===== config.mk =====
export PLATFORM = sky130hd
export DESIGN_NAME = wb_mux_wdt
export DESIGN_NICKNAME = d
export VERILOG_FILES = /design/src/rtl/wb_mux_pkg.sv /design/src/rtl/wb_addr_decode.sv /design/src/rtl/wb_mux_wdt.sv
export SDC_FILE = /design/constraint.sdc
export NUM_CORES = 1
export LEC_CHECK = 0
export BUFFER_PORTS_ARGS = -buffer_cell sky130_fd_sc_hd__buf_2
export CORE_AREA = 2 2 400 402
export DETAILED_ROUTE_END_ITERATION = 8
export DIE_AREA = 0 0 402 404
export GPL_ROUTABILITY_DRIVEN = 0
export SYNTH_ARGS = -nofsm -noshare
export SYNTH_HDL_FRONTEND = slang
export SYNTH_SLANG_ARGS = --single-unit

===== constraint.sdc =====
create_clock -name wb_clk_i -period 1.1 [get_ports wb_clk_i]
set_input_delay 0.11 -clock wb_clk_i [delete_from_list [all_inputs] [get_ports wb_clk_i]]
set_output_delay 0.11 -clock wb_clk_i [all_outputs]
set_load 0.1 [all_outputs]

===== src/rtl/wb_mux_pkg.sv =====
// Shared types and constants for the Wishbone 1:N multiplexer with watchdog.
package wb_mux_pkg;

    typedef enum logic [1:0] {
        IDLE   = 2'd0,
        ACTIVE = 2'd1,
        DERR   = 2'd2,
        TOUT   = 2'd3
    } wb_state_e;

    localparam logic [2:0] CTI_CLASSIC = 3'b000;
    localparam logic [2:0] CTI_CONST   = 3'b001;
    localparam logic [2:0] CTI_INCR    = 3'b010;
    localparam logic [2:0] CTI_EOB     = 3'b111;

    // Cycle types after which the slave stays selected on an ack.
    function automatic logic cti_is_burst(input logic [2:0] cti);
        return (cti == CTI_CONST) || (cti == CTI_INCR);
    endfunction

endpackage


===== src/rtl/wb_addr_decode.sv =====
// Combinational address decoder: lowest-indexed matching slave wins.
module wb_addr_decode #(
    parameter int NUM_SLAVES = 8,
    parameter int AW         = 32,
    parameter int SW         = 3
) (
    input  logic [AW-1:0]            adr_i,
    input  logic [NUM_SLAVES*AW-1:0] match_addr_i,
    input  logic [NUM_SLAVES*AW-1:0] match_mask_i,
    output logic                     hit_o,
    output logic [SW-1:0]            idx_o
);

    // Scan from the top down so the lowest matching index overwrites the rest.
    always_comb begin
        hit_o = 1'b0;
        idx_o = '0;
        for (int i = NUM_SLAVES - 1; i >= 0; i--) begin
            if ((adr_i & match_mask_i[i*AW +: AW]) == match_addr_i[i*AW +: AW]) begin
                hit_o = 1'b1;
                idx_o = SW'(i);
            end
        end
    end

endmodule


===== src/rtl/wb_mux_wdt.sv =====
// Wishbone B4 1-master-to-N-slave multiplexer with registered slave select,
// decode-error response and an optional per-transfer watchdog.
// Define WB_MUX_WDT_TIMEOUT_EN to build the watchdog (counter, TOUT state,
// timeout_o); without it ACTIVE waits indefinitely and timeout_o is 0.
module wb_mux_wdt
    import wb_mux_pkg::*;
#(
    parameter int                       NUM_SLAVES     = 8,
    parameter int                       AW             = 32,
    parameter int                       DW             = 32,
    parameter logic [NUM_SLAVES*AW-1:0] MATCH_ADDR     = '0,
    parameter logic [NUM_SLAVES*AW-1:0] MATCH_MASK     = '0,
    parameter int                       TIMEOUT_CYCLES = 255
) (
    input  logic                        wb_clk_i,
    input  logic                        wb_rst_i,
    // master side
    input  logic [AW-1:0]               wbm_adr_i,
    input  logic [DW-1:0]               wbm_dat_i,
    input  logic [DW/8-1:0]             wbm_sel_i,
    input  logic                        wbm_we_i,
    input  logic                        wbm_cyc_i,
    input  logic                        wbm_stb_i,
    input  logic [2:0]                  wbm_cti_i,
    input  logic [1:0]                  wbm_bte_i,
    output logic [DW-1:0]               wbm_dat_o,
    output logic                        wbm_ack_o,
    output logic                        wbm_err_o,
    output logic                        wbm_rty_o,
    // slave side
    output logic [NUM_SLAVES*AW-1:0]    wbs_adr_o,
    output logic [NUM_SLAVES*DW-1:0]    wbs_dat_o,
    output logic [NUM_SLAVES*DW/8-1:0]  wbs_sel_o,
    output logic [NUM_SLAVES-1:0]       wbs_we_o,
    output logic [NUM_SLAVES*3-1:0]     wbs_cti_o,
    output logic [NUM_SLAVES*2-1:0]     wbs_bte_o,
    output logic [NUM_SLAVES-1:0]       wbs_cyc_o,
    output logic [NUM_SLAVES-1:0]       wbs_stb_o,
    input  logic [NUM_SLAVES*DW-1:0]    wbs_dat_i,
    input  logic [NUM_SLAVES-1:0]       wbs_ack_i,
    input  logic [NUM_SLAVES-1:0]       wbs_err_i,
    input  logic [NUM_SLAVES-1:0]       wbs_rty_i,
    // diagnostics
    output logic                        decode_err_o,
    output logic                        timeout_o,
    output logic [AW-1:0]               err_adr_o
);

    localparam int SW = (NUM_SLAVES > 1) ? $clog2(NUM_SLAVES) : 1;

    wb_state_e          state_q, state_d;
    logic [SW-1:0]      sel_q, sel_d;
    logic [AW-1:0]      err_adr_q, err_adr_d;

    logic               dec_hit;
    logic [SW-1:0]      dec_idx;
    logic               active;
    logic               slv_ack, slv_err, slv_rty, slv_resp;
    logic [NUM_SLAVES-1:0] slv_onehot;

`ifdef WB_MUX_WDT_TIMEOUT_EN
    localparam int CNT_W = $clog2(TIMEOUT_CYCLES + 1);
    logic [CNT_W-1:0]   cnt_q, cnt_d;
    logic               expire;
`endif

    wb_addr_decode #(
        .NUM_SLAVES (NUM_SLAVES),
        .AW         (AW),
        .SW         (SW)
    ) u_decode (
        .adr_i        (wbm_adr_i),
        .match_addr_i (MATCH_ADDR),
        .match_mask_i (MATCH_MASK),
        .hit_o        (dec_hit),
        .idx_o        (dec_idx)
    );

    assign active   = (state_q == ACTIVE);
    assign slv_ack  = wbs_ack_i[sel_q];
    assign slv_err  = wbs_err_i[sel_q];
    assign slv_rty  = wbs_rty_i[sel_q];
    assign slv_resp = slv_ack | slv_err | slv_rty;

`ifdef WB_MUX_WDT_TIMEOUT_EN
    assign expire = (cnt_q == CNT_W'(TIMEOUT_CYCLES - 1));
`endif

    // Next-state: decode in IDLE, track termination/abort/expiry in ACTIVE.
    always_comb begin
        state_d   = state_q;
        sel_d     = sel_q;
        err_adr_d = err_adr_q;
`ifdef WB_MUX_WDT_TIMEOUT_EN
        cnt_d     = cnt_q;
`endif
        unique case (state_q)
            IDLE: begin
                if (wbm_cyc_i && wbm_stb_i) begin
                    if (dec_hit) begin
                        state_d = ACTIVE;
                        sel_d   = dec_idx;
`ifdef WB_MUX_WDT_TIMEOUT_EN
                        cnt_d   = '0;
`endif
                    end else begin
                        state_d   = DERR;
                        err_adr_d = wbm_adr_i;
                    end
                end
            end
            ACTIVE: begin
                if (!wbm_cyc_i) begin
                    // master abort beats a simultaneous expiry
                    state_d = IDLE;
                end else if (slv_resp) begin
`ifdef WB_MUX_WDT_TIMEOUT_EN
                    cnt_d = '0;
`endif
                    if (!(slv_ack && !slv_err && !slv_rty && cti_is_burst(wbm_cti_i))) begin
                        state_d = IDLE;
                    end
                end else begin
`ifdef WB_MUX_WDT_TIMEOUT_EN
                    if (expire) begin
                        state_d   = TOUT;
                        err_adr_d = wbm_adr_i;
                    end else begin
                        cnt_d = cnt_q + 1'b1;
                    end
`endif
                end
            end
            default: begin
                state_d = IDLE;
`ifdef WB_MUX_WDT_TIMEOUT_EN
                cnt_d   = '0;
`endif
            end
        endcase
    end

    // State, selected slave and error address registers.
    always_ff @(posedge wb_clk_i or posedge wb_rst_i) begin
        if (wb_rst_i) begin
            state_q   <= IDLE;
            sel_q     <= '0;
            err_adr_q <= '0;
        end else begin
            state_q   <= state_d;
            sel_q     <= sel_d;
            err_adr_q <= err_adr_d;
        end
    end

`ifdef WB_MUX_WDT_TIMEOUT_EN
    // Watchdog counter for the current transfer.
    always_ff @(posedge wb_clk_i or posedge wb_rst_i) begin
        if (wb_rst_i) begin
            cnt_q <= '0;
        end else begin
            cnt_q <= cnt_d;
        end
    end
    assign timeout_o = (state_q == TOUT);
`else
    assign timeout_o = 1'b0;
`endif

    // Slave request fields: strobes are one-hot, everything else broadcast.
    assign slv_onehot = NUM_SLAVES'(1) << sel_q;
    assign wbs_cyc_o  = (active && wbm_cyc_i) ? slv_onehot : '0;
    assign wbs_stb_o  = (active && wbm_cyc_i && wbm_stb_i) ? slv_onehot : '0;
    assign wbs_adr_o  = {NUM_SLAVES{wbm_adr_i}};
    assign wbs_dat_o  = {NUM_SLAVES{wbm_dat_i}};
    assign wbs_sel_o  = {NUM_SLAVES{wbm_sel_i}};
    assign wbs_we_o   = {NUM_SLAVES{wbm_we_i}};
    assign wbs_cti_o  = {NUM_SLAVES{wbm_cti_i}};
    assign wbs_bte_o  = {NUM_SLAVES{wbm_bte_i}};

    // Master responses: only the selected slave, only while ACTIVE.
    assign wbm_ack_o    = active & slv_ack;
    assign wbm_rty_o    = active & slv_rty;
    assign wbm_dat_o    = active ? wbs_dat_i[int'(sel_q)*DW +: DW] : '0;
    assign wbm_err_o    = (active & slv_err) | (state_q == DERR) | (state_q == TOUT);
    assign decode_err_o = (state_q == DERR);
    assign err_adr_o    = err_adr_q;

endmodule


==> impl_results.md, run 1 <==
- Run status: finished, violations left
- Failing checks: setup timing
- Site Rows: 146
- Final cycle utilization of the critical path: 1.03
- GRT overflow: 0
- Worst hold path type: input pin to output port
- Largest family of logic cells by synthesized area: buffers and inverters
- DR pass1 iterations: 4
- Die W: 402 microns
- Crit-path slowest cell: dfrtp_2
- RSZ-0062 raised after global routing: yes
- Reg2Reg Depth: 3
- Crit path launch type: flip-flop
- CP top delay family: flip-flops
- Fill cells: 18900
- Max FFs per register: 1
- Compound-Gate Fraction of Synth Area: 0.00146
- WP data required: 0.99 ns
- Kind of critical path: flip-flop to output port
- IO Port Bufs: 102
- Pwr Total: 2.31 mW
- DR WL/cell: 8.46 microns
- Worst hold slack: 0.220 ns
- Gr usage total: 0.0217
- Post-synthesis mux area share: 0.00194
- Placed wire-length estimate: 18.1 mm
- Initial antenna violation count: 10
- CP max FO: 21
- Pins Over Slew Limit: 0
- Leakage Power: 1.09 nW
- Crit. End Element: output port
- Top Registers: state_q x1
- Synth Instances: 690
- Core area: 0.158 sq mm
- First-pass GRT wire length: 22.0 mm
- Sum Neg Setup Slack: -0.0940 ns
- Number of global-route vias before repair: 1489
- Ys Warns: 0
- Final Setup Violations: 5
- Fin crit period: 1.13 ns
- Crit path depth: 3
- Adder-Cell Fraction of Synth Area: 0
- Clock transition at path regs: 0 ns
- Hold Violations, Final: 0
- DRT iter0 DRCs: 26
- Die Span Y: 404 microns
- Area leader, netlist: buf_4
- CP Buf/Inv Count: 2
- Hold Path Depth: 0
- Pwr dens: 492 mW/mm^2
- Crit-path most repeated cell: buf_12
- Via count: 1382
- Synth area leaders: buf_4, and2_1, dfrtp_1
- Routed WL: 19.3 mm
- Crit-path cells: buf_12 -> and2_4 -> buf_12
- # DRC: 0
- Via-to-Cell Ratio: 0.607
- Mean Syn Cell Area: 7.47 sq um
- Worst path arrival time: 1.02 ns
- Post-route ant nets: 0
- Area of the mapped netlist: 0.00515 sq mm
- Largest net degree at the start of global routing: 22
- CP max stage delay: 0.45 ns
- Post-synth top area share: 0.932
- Sequential area share after synthesis: 0.00486
- Setup ws final: -0.0277 ns
- Worst clock skew: 0 ns
- Die area: 0.162 sq mm
- Worst skew pair latency: 0 ns
- # nets final: 563
- Layout cells sized above 1: 0.739
- Post-Synth XOR/XNOR Area: 0.00170
- Reg with most FFs: state_q
- Area growth syn-to-layout: -8.79%
- Synth unique cells: 15
- IR drop worst, VDD: 253 uV
- Fmax: 887 MHz
- Initial Util: 0.0327
- Synth Area in Simple Gates: 0.0512
- I/O pin total: 1035
- #FFs+latches synth: 1
- Max Cap Viol: 0
## metal layers
metal / vias to the layer above / share of wire / GRT usage
met5: - / 0 / 0
met4: 0 / 0.074 / 0.0131
met3: 136 / 0.32 / 0.0304
met2: 428 / 0.52 / 0.0417
met1: 408 / 0.081 / 0.00561
li1: 410 / - / -
## cells by family after synthesis
family,Yosys count
compound gates,1
xor+xnor,1
buf+inv,645
flops,1
mux,1
other cells,1
simple gates,40
## synth_stat cells, drive strengths merged
cell type and instances:
a21boi 1, conb 1, dfrtp 1, mux2i 1, nor4b 1, and3 1, inv 1, clkbuf 1
xor2 1, buf 643, nand2 1, nor3 1, and2 36
## final timing paths
path | from | endpoint | slack, ns
min in group asynchronous | wb_rst_i | state_q[0]$_DFFE_PP0P_ | 0.49
setup reg to reg | state_q[0]$_DFFE_PP0P_ | state_q[0]$_DFFE_PP0P_ | 0.06
max in group asynchronous | wb_rst_i | state_q[0]$_DFFE_PP0P_ | 0.51
hold / removal | wbm_adr_i[5] | wbs_adr_o[197] | 0.22
hold reg to reg | state_q[0]$_DFFE_PP0P_ | state_q[0]$_DFFE_PP0P_ | 0.80
setup / recovery | state_q[0]$_DFFE_PP0P_ | wbm_dat_o[25] | -0.03
## what timing repair did
action / CTS / global route
endpoints found under the setup margin: 34 / 35
hold buffers: 1 / 0
resized for setup: 1 / 20
hold endpoints to repair: 1 / 0
pin swaps: 0 / 0
setup buffers: 0 / 0
## cell type report
class,instances,area [sq um],area share
Multi-Input combinational cell,91,559,0.119
Sequential cell,1,26.3,0.00559
Timing Repair Buffer,110,1510,0.322
Antenna cell,2,5.00,0.00106
Inverter,1,3.75,0.000799
Tap cell,2072,2590,0.552
## where the power goes
part	switching [mW]	total (mW)	internal, mW
sequential	0.00738	0.0477	0.0403
clock	0	0.000000250	0.000000250
combinational	1.71	2.27	0.557
## placed cells by master, fill, tap and decap left out, drive strengths merged
master       netlist  layout
and2              36      36
and3               1       1
nand2              1       1
buf              643     109
dlygate4sd3        0       1
mux2i              1       1
dfrtp              1       1
nor4b              1       1
diode              0       2
xor2               1       1
conb               1      48
nor3               1       1
inv                1       1
a21boi             1       1
## stage by stage
step                instances    util  setup WS (ns)  area, sq um
floorplan                 737       -         -0.134         5390
global placement         2274  0.0295        -0.0458         4650
detailed placement       2274  0.0295        -0.0601         4650
CTS                      2275  0.0296        -0.0663         4670
global route             2277  0.0298        -0.0688         4700
finish                   2277  0.0298        -0.0277         4700
(Power assumes the default switching activity.)
==> inputs of run 2 (changes only) <==
--- a/config.mk
+++ b/config.mk
@@ -10,6 +10,7 @@
 export DETAILED_ROUTE_END_ITERATION = 8
 export DIE_AREA = 0 0 402 404
 export GPL_ROUTABILITY_DRIVEN = 0
+export MAX_ROUTING_LAYER = met4
 export SYNTH_ARGS = -nofsm -noshare
 export SYNTH_HDL_FRONTEND = slang
 export SYNTH_SLANG_ARGS = --single-unit
==> impl_results.md, run 2 (synthesis gave the netlist of run 1 again) <==
- Run status: finished, violations left
- Failing checks: setup timing
- Sum Neg Setup Slack: -0.114 ns (-0.0201 ns)
- Pwr dens: 492 mW/mm^2 (about the same)
- Layout cells sized above 1: 0.739 (unchanged)
- DR pass1 iterations: 2 (-2)
- Crit path launch type: flip-flop
- Initial Util: 0.0327 (unchanged)
- I/O pin total: 1035 (unchanged)
- Fmax: 884 MHz (-0.33%)
- Via count: 1393 (+0.80%)
- Max FFs per register: 1 (unchanged)
- IR drop worst, VDD: 252 uV (-0.48%)
- # DRC: 0 (unchanged)
- Routed WL: 19.3 mm (about the same)
- Worst path arrival time: 1.02 ns (about the same)
- DRT iter0 DRCs: 30 (+15%)
- Worst hold path type: input pin to output port
- Site Rows: 146 (unchanged)
- Core area: 0.158 sq mm (unchanged)
- Area growth syn-to-layout: -8.79% (unchanged)
- Clock transition at path regs: 0 ns (unchanged)
- Worst clock skew: 0 ns (unchanged)
- Die area: 0.162 sq mm (unchanged)
- Final Setup Violations: 9 (+4)
- Number of global-route vias before repair: 1499 (+0.67%)
- Placed wire-length estimate: 18.1 mm (unchanged)
- DR WL/cell: 8.46 microns (about the same)
- Leakage Power: 1.09 nW (unchanged)
- Commonest non-fill, non-tap cell in the layout: buf_12
- Die W: 402 microns (unchanged)
- Via-to-Cell Ratio: 0.612 (+0.80%)
- Largest net degree at the start of global routing: 22 (unchanged)
- Hold Violations, Final: 0 (unchanged)
- RSZ-0062 raised after global routing: yes
- Pwr Total: 2.31 mW (about the same)
- Gr usage total: 0.0224 (+0.000634)
- Pins Over Slew Limit: 0 (unchanged)
- Top Registers: state_q x1
- Reg with most FFs: state_q
- # nets final: 563 (unchanged)
- GRT overflow: 0 (unchanged)
- Die Span Y: 404 microns (unchanged)
- First-pass GRT wire length: 22.0 mm (-0.19%)
- Final cycle utilization of the critical path: 1.03 (+0.00344)
- Fin crit period: 1.13 ns (+0.00379 ns)
- Most frequent cells in the layout: buf_12, conb_1, buf_2
- CP max FO: 21 (unchanged)
- Max Cap Viol: 0 (unchanged)
- Kind of critical path: flip-flop to output port
- Post-Place Worst Slack: -0.0601 ns (unchanged)
- Worst skew pair latency: 0 ns (unchanged)
- Number of setup buffers added after CTS: 0 (unchanged)
- Post-route ant nets: 0 (unchanged)
- Setup ws final: -0.0315 ns (-0.00379 ns)
- WP data required: 0.99 ns (about the same)
- Crit. End Element: output port
- Initial antenna violation count: 10 (unchanged)
- IO Port Bufs: 102 (unchanged)
[run 2: cell counts in the layout (fill, tap and decap cells not counted)]
Identical to the previous run, type by type.
[run 2: layout make-up]
type | instances | area (sq um)
timing repair buffer | 110 | 1510
fill | 18900 | 153000
inverter | 1 | 3.75
antenna | 2 | 5.00
tap | 2072 | 2590
multi-input combinational | 91 | 559
sequential | 1 | 26.3
[run 2: metrics by stage]
stage | util | cells | hold slack, ns | instance area, sq um
2_1_floorplan | - | 737 | -0.161 | 5390
3_3_place_gp | 0.0295 | 2274 | -0.0549 | 4650
3_5_place_dp | 0.0295 | 2274 | -0.0532 | 4650
4_1_cts | 0.0296 | 2275 | 0.223 | 4670
5_1_grt | 0.0298 | 2277 | 0.221 | 4700
6_report | 0.0298 | 2277 | 0.220 | 4700
[run 2: routing by layer]
metal,track usage,part of all wire,wire (microns)
met1,0.00621,0.090,1740
met2,0.0417,0.52,9990
met3,0.0294,0.32,6100
met4,0.0131,0.074,1430
met5,-,0,0
[run 2: timing repair]
action	4_1_cts	5_1_grt
endpoints found under the hold margin	1	0
hold buffers	1	0
resized for setup	1	20
setup endpoints to repair	34	35
[run 2: final timing paths]
path | cells after the start | from | slack (ns) | to
worst max register to register | 3 | state_q[0]$_DFFE_PP0P_ | 0.06 | state_q[0]$_DFFE_PP0P_
min in group asynchronous | 3 | wb_rst_i | 0.49 | state_q[0]$_DFFE_PP0P_
max in group asynchronous | 3 | wb_rst_i | 0.51 | state_q[0]$_DFFE_PP0P_
worst max-delay path | 3 | state_q[0]$_DFFE_PP0P_ | -0.03 | wbm_dat_o[25]
worst min register to register | 3 | state_q[0]$_DFFE_PP0P_ | 0.80 | state_q[0]$_DFFE_PP0P_
worst min-delay path | 0 | wbm_adr_i[5] | 0.22 | wbs_adr_o[197]
[run 2: report_power, final]
group | total (mW) | switching, mW | leakage [nW] | internal [mW]
Combinational | 2.27 | 1.71 | 1.08 | 0.557
Clock | 0.000000250 | 0 | 0.0000127 | 0.000000250
Sequential | 0.0477 | 0.00736 | 0.0117 | 0.0403
[run 2: worst max-delay path: stages (launching register included)]
cell	delay, ns
dfrtp_2	0.45
buf_12	0.19
and2_4	0.17
buf_12	0.17
